==> src/rtl/wb_text_console.sv <==
// Wishbone-attached text console: cursor tracking, character puts and
// screen clear into an external character RAM (row*COLS+col addressing).
module wb_text_console #(
  parameter int unsigned COLS = 80,
  parameter int unsigned ROWS = 30
) (
  input  logic        clk,
  input  logic        rst,
  input  logic [7:0]  wb_adr_i,
  input  logic [7:0]  wb_dat_i,
  output logic [7:0]  wb_dat_o,
  input  logic        wb_cyc_i,
  input  logic        wb_stb_i,
  input  logic        wb_we_i,
  output logic        wb_ack_o,
  output logic        ram_we,
  output logic [11:0] ram_addr,
  output logic [7:0]  ram_data,
  output logic        busy
);

  localparam int unsigned XW    = (COLS > 1) ? $clog2(COLS) : 1;
  localparam int unsigned YW    = (ROWS > 1) ? $clog2(ROWS) : 1;
  localparam int unsigned AW    = 12;
  localparam int unsigned CELLS = COLS * ROWS;

  localparam logic [XW-1:0] X_MAX     = XW'(COLS - 1);
  localparam logic [YW-1:0] Y_MAX     = YW'(ROWS - 1);
  localparam logic [7:0]    X_MAX8    = 8'(COLS - 1);
  localparam logic [7:0]    Y_MAX8    = 8'(ROWS - 1);
  localparam logic [AW-1:0] LAST_CELL = AW'(CELLS - 1);

  localparam logic [3:0] REG_CHAR   = 4'h0;
  localparam logic [3:0] REG_CUR_X  = 4'h1;
  localparam logic [3:0] REG_CUR_Y  = 4'h2;
  localparam logic [3:0] REG_CTRL   = 4'h3;
  localparam logic [3:0] REG_STATUS = 4'h4;
  localparam logic [3:0] REG_FILL   = 4'h5;

  typedef enum logic [1:0] {
    S_IDLE,
    S_PUT,
    S_CLEAR
  } state_t;

  state_t          state;
  logic [XW-1:0]   x;
  logic [YW-1:0]   y;
  logic            wrap;
  logic [7:0]      fill;
  logic [7:0]      last_char;

  logic [3:0]      reg_sel;
  logic            req;
  logic            stall;
  logic            accept;
  logic [7:0]      rd_data;
  logic [AW-1:0]   cell_addr;
  logic [XW-1:0]   put_x;
  logic [YW-1:0]   put_y;
  logic            put_wrap;
  logic            put_we;
  logic            put_lf;
  logic [XW-1:0]   wr_x;
  logic [YW-1:0]   wr_y;
  logic            unused_adr_hi;

  assign reg_sel       = wb_adr_i[3:0];
  assign unused_adr_hi = ^wb_adr_i[7:4];
  assign req           = wb_cyc_i & wb_stb_i & ~wb_ack_o;
  // Character and control writes must wait for a running clear to finish.
  assign stall         = (state == S_CLEAR) & wb_we_i &
                         ((reg_sel == REG_CHAR) | (reg_sel == REG_CTRL));
  assign accept        = req & ~stall;
  assign cell_addr     = AW'(y) * AW'(COLS) + AW'(x);
  assign wr_x          = (wb_dat_i > X_MAX8) ? X_MAX : XW'(wb_dat_i);
  assign wr_y          = (wb_dat_i > Y_MAX8) ? Y_MAX : YW'(wb_dat_i);

  // Cursor effect of the character currently on the bus.
  always_comb begin
    put_x    = x;
    put_y    = y;
    put_wrap = wrap;
    put_we   = 1'b0;
    put_lf   = 1'b0;
    case (wb_dat_i)
      8'h0A: begin
        put_x  = '0;
        put_lf = 1'b1;
      end
      8'h0D: put_x = '0;
      8'h08: begin
        if (x != '0) put_x = x - XW'(1);
      end
      default: begin
        put_we = 1'b1;
        if (x == X_MAX) begin
          put_x  = '0;
          put_lf = 1'b1;
        end else begin
          put_x = x + XW'(1);
        end
      end
    endcase
    if (put_lf) begin
      if (y == Y_MAX) begin
        put_y    = '0;
        put_wrap = 1'b1;
      end else begin
        put_y = y + YW'(1);
      end
    end
  end

  always_comb begin
    rd_data = 8'h00;
    case (reg_sel)
      REG_CHAR:   rd_data = last_char;
      REG_CUR_X:  rd_data = 8'(x);
      REG_CUR_Y:  rd_data = 8'(y);
      REG_STATUS: rd_data = {6'd0, wrap, busy};
      REG_FILL:   rd_data = fill;
      default:    rd_data = 8'h00;
    endcase
  end

  always_ff @(posedge clk) begin
    if (rst) begin
      state     <= S_IDLE;
      x         <= '0;
      y         <= '0;
      wrap      <= 1'b0;
      fill      <= 8'h20;
      last_char <= 8'h00;
      wb_ack_o  <= 1'b0;
      wb_dat_o  <= 8'h00;
      ram_we    <= 1'b0;
      ram_addr  <= '0;
      ram_data  <= 8'h00;
      busy      <= 1'b0;
    end else begin
      wb_ack_o <= 1'b0;
      ram_we   <= 1'b0;

      case (state)
        S_PUT:   state <= S_IDLE;
        S_CLEAR: begin
          // ram_addr doubles as the clear sweep pointer.
          if (ram_addr == LAST_CELL) begin
            state <= S_IDLE;
            busy  <= 1'b0;
            x     <= '0;
            y     <= '0;
          end else begin
            ram_we   <= 1'b1;
            ram_addr <= ram_addr + AW'(1);
            ram_data <= fill;
          end
        end
        default: state <= S_IDLE;
      endcase

      if (accept) begin
        wb_ack_o <= 1'b1;
        if (!wb_we_i) begin
          wb_dat_o <= rd_data;
        end else begin
          case (reg_sel)
            REG_CHAR: begin
              state     <= S_PUT;
              last_char <= wb_dat_i;
              x         <= put_x;
              y         <= put_y;
              wrap      <= put_wrap;
              ram_we    <= put_we;
              ram_addr  <= cell_addr;
              ram_data  <= wb_dat_i;
            end
            REG_CUR_X: x <= wr_x;
            REG_CUR_Y: y <= wr_y;
            REG_CTRL: begin
              if (wb_dat_i[2]) wrap <= 1'b0;
              if (wb_dat_i[0]) begin
                state    <= S_CLEAR;
                busy     <= 1'b1;
                ram_we   <= 1'b1;
                ram_addr <= '0;
                ram_data <= fill;
              end else if (wb_dat_i[1]) begin
                x <= '0;
                y <= '0;
              end
            end
            REG_FILL: fill <= wb_dat_i;
            default: ;
          endcase
        end
      end
    end
  end

endmodule

==> config.mk <==
export PLATFORM = sky130hd
export DESIGN_NAME = wb_text_console
export DESIGN_NICKNAME = d
export VERILOG_FILES = /design/src/rtl/wb_text_console.sv
export SDC_FILE = /design/constraint.sdc
export NUM_CORES = 1
export LEC_CHECK = 0
export ABC_AREA = 1
export CORE_ASPECT_RATIO = 1.2
export CORE_MARGIN = 4
export CORE_UTILIZATION = 55
export DETAILED_ROUTE_END_ITERATION = 16
export PLACE_DENSITY = 0.79
export SETUP_SLACK_MARGIN = 0.02
export SYNTH_ARGS = -nofsm -noshare
export SYNTH_HDL_FRONTEND = slang
export SYNTH_SLANG_ARGS = --single-unit
==> constraint.sdc <==
create_clock -name clk -period 6.1 [get_ports clk]
set_input_delay 0.61 -clock clk [delete_from_list [all_inputs] [get_ports clk]]
set_output_delay 0.61 -clock clk [all_outputs]
set_load 0.005 [all_outputs]
Yosys cells after proc, flatten, opt, wreduce, memory -nomap -nowiden
Index checks and enable logic that the tools add are counted.
Storage, ports and cells
  output and inout port bits: 31
  register bits: 62
Operators by class
  equal/unequal tests: 17
  add/sub/neg operators: 5
  reduce and logical (&&, ||, !) cells: 10
  muxes and demuxes: 60
  bitwise logic cells: 9
  order comparisons: 2
  $mul: 1
Operators with widths (number)
  two-way mux 7 bit: 9
  two-way mux 12 bit: 5
  two-way mux 5 bit: 9
  two-way mux 8 bit: 5
  case mux 8 bit (5 select lines): 1
  == test 8 x 4 -> 1 bit, second input constant: 3
  case mux 12 bit (2 select lines): 1
  case mux 7 bit (3 select lines): 1
  two-way mux 1 bit: 17
  case mux 8 bit (2 select lines): 1
  case mux 5 bit (3 select lines): 1
  case mux 7 bit (2 select lines): 1
  adder 12 x 1 -> 12 bit, second input constant: 1
  adder 12 x 7 -> 12 bit: 1
  == test 12 bit, second input constant: 1
  two-way mux 2 bit: 5
  == test 4 x 2 -> 1 bit, second input constant: 2
  == test 4 x 3 -> 1 bit, second input constant: 2
  > comparator 8 x 5 -> 1 bit, second input constant: 1
  > comparator 8 x 7 -> 1 bit, second input constant: 1
  multiplier 5 x 3 -> 8 bit, second input constant: 1
  adder 7 x 1 -> 7 bit, second input constant: 1
  == test 7 bit, second input constant: 1
  nonzero test 7 bit: 1
  other kinds (21): 32

Logic depth before layout (Yosys ltp)
Gate-level depths: netlist (run 1).
  depth in word-level cells: 8
  mapped depth: 11

Worst setup path before layout (run 1)
Ideal clock, no wire load.
  path kind: register to register
  start: register y[0]
  end: register ram_addr[10]
  data required time: 5.988 ns
  setup slack: 4.055 ns
  path buffers: 0
  clock period less this slack: 2.045 ns
  stages on the path, launching flop included: 10
  arrival: 1.933 ns
  library setup time: 0.112 ns
  path through: dfxtp_1 ha_1 inv_1 fa_1 or2_2 a21boi_0 nand3_1 xor2_1 nand2_1 nand2_1
On the way
  cells in the longest elaborated chain, start to end: 5
RTL lines
  start, declared: RTL line 48  | logic [YW-1:0] y;
  start signal, assigned: RTL line 173  | y <= put_y;
  start signal, assigned: RTL line 180  | REG_CUR_Y: y <= wr_y;
  multiplier 5 x 3 -> 8 bit: RTL line 75  | assign cell_addr = AW'(y) * AW'(COLS) + AW'(x);
  adder 12 x 7 -> 12 bit: RTL line 75
  case mux 12 bit (2 select lines): RTL line 168  | case (reg_sel)
  two-way mux 12 bit: RTL line 165  | if (!wb_we_i) begin
  two-way mux 12 bit: RTL line 163  | if (accept) begin
  end signal, assigned: RTL line 156  | ram_addr <= ram_addr + AW'(1);
  end signal, assigned: RTL line 176  | ram_addr <= cell_addr;
  end, declared: RTL line 17  | output logic [11:0] ram_addr,
No other way between the ends.
A chain may end at the register's enable or synchronous reset.

Final worst setup path (run 1)
  start: input wb_adr_i[0]
  end: register ram_addr[2]
On the way
  cells in the longest elaborated chain, start to end: 6
RTL lines
  start, declared: RTL line 9  | input logic [7:0] wb_adr_i,
  == test 4 x 2 -> 1 bit / logical NOT 4 bit (equally long branches): RTL line 73, 168
  OR 1 bit: RTL line 73  | ((reg_sel == REG_CHAR) | (reg_sel == REG_CTRL));
  AND 1 bit: RTL line 72  | assign stall = (state == S_CLEAR) & wb_we_i &
  NOT 1 bit: RTL line 74  | assign accept = req & ~stall;
  AND 1 bit: RTL line 74
  two-way mux 12 bit *: RTL line 163
Every way passes the cells marked *; elsewhere a longest branch is shown, timed or not.

==> results of run 1 <==
final timing paths:
check,slack [ns],end
max reg2reg,3.53,ram_addr[10]
min reg2reg,0.47,wb_dat_o[5]
max,3.47,ram_addr[2]
min,0.47,wb_dat_o[5]
sequential cells by signal (all words and copies together), names as in the netlist:
register	count
ram_addr	12
fill	8
last_char	8
ram_data	8
wb_dat_o	8
x	7
y	5
state	2
busy	1
ram_we	1
wb_ack_o	1
wrap	1
kinds of logic (layout without fill, tap and decap cells):
family | after synthesis | after routing
DFF | 62 | 62
adders and majority gates | 16 | 16
AOI/OAI and AO/OA | 110 | 110
and+or+nand+nor | 306 | 306
xor gates and xnor gates | 18 | 18
buffers and inverters | 85 | 137
synthesized netlist by cell type, types with 5 or more instances:
master	number
inv_2	8
nand4_1	7
nand3_1	60
dfxtp_1	62
nor2_2	6
ha_1	14
o21ai_0	47
nor2_1	38
xor2_1	14
o22ai_1	11
nand2_2	9
a21oi_1	33
clkbuf_1	5
o21ai_1	6
inv_1	64
nand2_1	161
nor2_4	7
layout make-up:
class | instances | area share
clock buffers | 9 | 0.0261
clock inverters | 6 | 0.0184
inverters | 73 | 0.0579
multi-input cells | 450 | 0.511
flip-flops and latches | 62 | 0.261
well taps | 87 | 0.0229
repair buffers | 49 | 0.102
critical path: cells and delay by family:
family	cells	cell delay [ns]
AOI/OAI and AO/OA	1	0.20
buffers and inverters	3	0.95
and+or+nand+nor	4	1.13
report_power, final:
group / switching [uW] / internal (uW) / leakage (uW)
logic: 41.8 / 21.1 / 0.00128
registers: 0.946 / 406 / 0.000499
clock network: 170 / 227 / 0.0000973
total: 212 / 654 / 0.00188
per-layer routing:
metal | up-vias | part of all wire
li1 | 2053 | -
met1 | 1884 | 0.42
met2 | 167 | 0.49
met3 | 37 | 0.059
met4 | 0 | 0.036
met5 | - | 0
per-stage QoR:
stage                util  area [sq um]  total power (uW)
global placement    0.651          4540               477
global route        0.681          4750               894
finish              0.681          4750               866
detailed placement  0.651          4540               478
floorplan               -          4020               450
CTS                 0.681          4750               868
==> results.cfg, run 1 <==
[detailed_routing]
wl_mm = 11.5
antenna_left = 0
routed_via_density = 5.63
routedWlPerCell_um = 15.6
drc = 0
drtIter0Drc = 301
dr_total_vias = 4141
first_pass_iters = 5

[synthesis]
ys_seq_area_frac = 0.309
synth_ff_type = dfxtp_1
netlist_area_sq_um = 4020
synth_area_leaders = dfxtp_1 (31%), nand2_1 (15%), nand3_1 (7.5%)
ys_async_sr_fraction = 0
synth_cells = 597
yosysWarnings = 0
synth-simple-area-share = 0.359
avgSynthCellArea_sq_um = 6.73
ys_types = 42
synth_edf_count = 0
synth_compound_area_frac = 0.153
muxShareOfSynthArea = 0
synth_top_area_frac = 0.309
yosys.area_share.xor_xnor = 0.0393
syn_nets = 634
synth_seq_cells = 62
synth_top_family_by_area = simple AND/OR/NAND/NOR gates
yosysTopAreaCell = dfxtp_1
synth_adder_area_share = 0.0536

[timing]
relSlewSlack = 0.659
holdWs_ns = 0.466
max_freq_mhz = 381
min_period_over_period = 0.430
fin_worst_skew_ns = 0.0119
drv_slew = 0
hold_violations = 0
fin_ws_ns = 3.47
grt_setup_unrepaired = false
fin_setup_tns_ns = 0
final-setup-viol-count = 0
fin_crit_ns = 2.63
max_slew.worst_pin.slew_ns = 0.510

[final_layout]
area_growth_pct = 18.4
final_cells = 736
most-common-layout-cells = nand2_1 (161), inv_1 (64), dfxtp_1 (62)
regArea_sq_um = 1240
drive_gt1_frac = 0.102
multi_input_area_sq_um = 2430
diodes = 0
final_common_cell = nand2_1
n_fill_cell = 630
fin_nets = 682

[clocking]
post_cts_buffers = 0
cts_resized = 0
cts_max_level = 3
clockRootBuffer = clkbuf_8
cts_buffers = 9
cts_tree = built
clock_sinks = 62
cts_buffer_depth = 2
clk_pin_slew_ns = 0.07
postCtsHoldBufs = 0
worstSkewPairLatency_ns = 0.34

[floorplanning]
std_cell_rows = 33
initial_core_util = 0.575
core_area_sq_um = 6980
die_width_um = 86.0
die-height_um = 102
pin_count = 52
die_area_sq_um = 8740

[worst_setup_path]
r2r-start = x[4]
cpMostUsedCell = inv_2
critPathMaxFanout = 13
crit_start = wb_adr_i[0]
cp_slowest_cell = clkdlybuf4s50_1
worstSetupPathType = input pin to flop
critical_path_arrival_ns = 2.89
required_ns = 6.37
critPathLaunchType = input pin
reg2reg_depth = 9
cp-end-kind = flop
path_cells = clkdlybuf4s50_1 -> nor2_2 -> nand2_4 -> inv_2 -> nand4_4 -> nor2_4 -> inv_2 -> o22ai_1
slowest_delay_ns = 0.52

[global_route]
grt-ovfl-total = 0
grtUsageTotal = 0.275
grt_pass1_wl_mm = 18.8
grt_pass1_vias = 3936
grt_use_met3 = 0.0448
grt_util_met2 = 0.473
antenna_found_initial = 0
top_usage_layer = met2
grt_use_met1 = 0.336
grt_max_degree = 28

[pwr]
p_per_area_nw_per_um2 = 182
leakage_uw = 0.00188
peakVddDrop_mv = 0.166

[placement]
hpwl_mm = 8.66
dp_cells = 721
dp_slack_ns = 3.12
io_buffers = 47
gp_congestion = 0.951

[run_status]
status = completed

[min_path]
min_path_type = flop to flop
hp-start = wb_dat_o[5]
hold_depth = 2

[flow_run]
cap_violations = 0
No activity file was read; power rests on OpenSTA's default activity.
==> run 2, diff against run 1 <==
Settings changed: CORE_UTILIZATION 55 to 51, PLACE_DENSITY 0.79 to 0.77.
Clock period 6.1 ns to 2.2 ns, I/O delays scaled along.
==> results.cfg, run 2 (synthesized netlist as in run 1, its figures left out) <==
[run_status]
status = completed

[placement]
dpl_cell_area_sq_um = 4810
hpwl_mm = 9.44
dp_slack_ns = 0.125
io_buffers = 47
gp_congestion = 0.955

[timing]
grt_setup_unrepaired = false
hold_violations = 0
drv_slew = 0
max_slew.worst_pin.slew_ns = 0.344
fin_setup_tns_ns = 0
min_period_over_period = 0.908
fin_ws_ns = 0.202
max_freq_mhz = 500
relSlewSlack = 0.770
fin_worst_skew_ns = 0.0107
final-setup-viol-count = 0
fin_crit_ns = 2.00

[detailed_routing]
routedWlPerCell_um = 15.8
dr_total_vias = 4267
wl_mm = 12.2
drc = 0
drtIter0Drc = 345
routed_via_density = 5.51
first_pass_iters = 5
antenna_left = 0

[clocking]
post_cts_buffers = 0
cts_max_level = 3
clockRootBuffer = clkbuf_8
clock_sinks = 62
cts_buffer_depth = 2
clk_pin_slew_ns = 0.08
cts_buffers = 9
cts_tree = built
worstSkewPairLatency_ns = 0.35

[final_layout]
diodes = 0
final_common_cell = nand2_1
area_growth_pct = 25.3
fin_nets = 715
design_area_sq_um = 5030
drive_gt1_frac = 0.146
largest_reg_flops = 12
regMostFlops = ram_addr
n_fill_cell = 712
most-common-layout-cells = nand2_1 (161), inv_1 (64), dfxtp_1 (62)

[pwr]
p_per_area_nw_per_um2 = 490
peakVddDrop_mv = 0.407
leakage_uw = 0.00206

[worst_setup_path]
cp_slowest_cell = dfxtp_1
crit_buf_inv = 1
path_cells = ha_1 -> ha_1 -> inv_1 -> or2_2 -> a21boi_1 -> nand3_1 -> xor2_1 -> nand2_1 -> nand2_1
crit_family = adder cells
critPathMaxFanout = 3
required_ns = 2.46
slowest_delay_ns = 0.34
critical_path_arrival_ns = 2.26
worstSetupPathType = flop to flop
critPathLaunchType = flop
cp-end-kind = flop

[global_route]
antenna_found_initial = 0
grt_max_degree = 17
grt_pass1_vias = 4251
grt_pass1_wl_mm = 20.1
grt-ovfl-total = 0
grtUsageTotal = 0.276

[min_path]
min_path_type = flop to flop

[floorplanning]
std_cell_rows = 35
die_width_um = 89.0
initial_core_util = 0.524
die_area_sq_um = 9360
die-height_um = 105
pin_count = 52
core_area_sq_um = 7660

[flow_run]
cap_violations = 0
-- run 2: cell types whose count changed in the layout (fill, tap and decap cells not counted), sizes merged --
cell	before	now
clkinv	2	5
clkinvlp	3	1
buf	2	35
-- run 2: power by group --
group	internal, uW	total, uW	switching [uW]
Clock	641	1140	496
Combinational	75.6	200	124
Sequential	1130	1130	2.43
-- run 2: routing by layer --
layer,vias to the layer above,share of wire,track usage
met1,1995,0.40,0.324
met5,-,0,0
met2,124,0.51,0.475
li1,2116,-,-
met3,32,0.060,0.0647
met4,0,0.026,0.109
-- run 2: metrics by stage --
stage	util	hold WS, ns	total power [uW]	cells
3_5_place_dp	0.627	0.458	1350	759
6_report	0.656	0.467	2460	775
3_3_place_gp	0.627	0.452	1350	759
2_1_floorplan	-	0.333	1250	597
4_1_cts	0.656	0.468	2470	775
5_1_grt	0.656	0.492	2550	775
-- run 2: final timing paths --
kind | startpoint | cells past startpoint | endpoint | slack (ns)
setup / recovery | y[0] | 9 | ram_addr[10] | 0.20
hold / removal | last_char[5] | 2 | last_char[5] | 0.47
setup reg to reg | y[0] | 9 | ram_addr[10] | 0.20
hold reg to reg | last_char[5] | 2 | last_char[5] | 0.47
-- run 2: area by class of cell --
class | count | area [sq um] | share of cell area
inverter | 73 | 275 | 0.0547
tap | 92 | 115 | 0.0229
multi-input combinational | 450 | 2430 | 0.483
clock inverter | 7 | 98.8 | 0.0197
clock buffer | 9 | 124 | 0.0246
timing repair buffer | 82 | 746 | 0.148
sequential | 62 | 1240 | 0.247
-- run 2: tightest hold or removal path, stage by stage (launching register included) --
cell and delay [ns]:
dfxtp_1 0.30, inv_1 0.06, o21ai_1 0.06
-- run 2: what timing repair did --
| action | in CTS | in global routing |
|---|---|---|
| hold buffers | 0 | 0 |
| resized for setup | 0 | 1 |
| endpoints found under the setup margin | 0 | 2 |
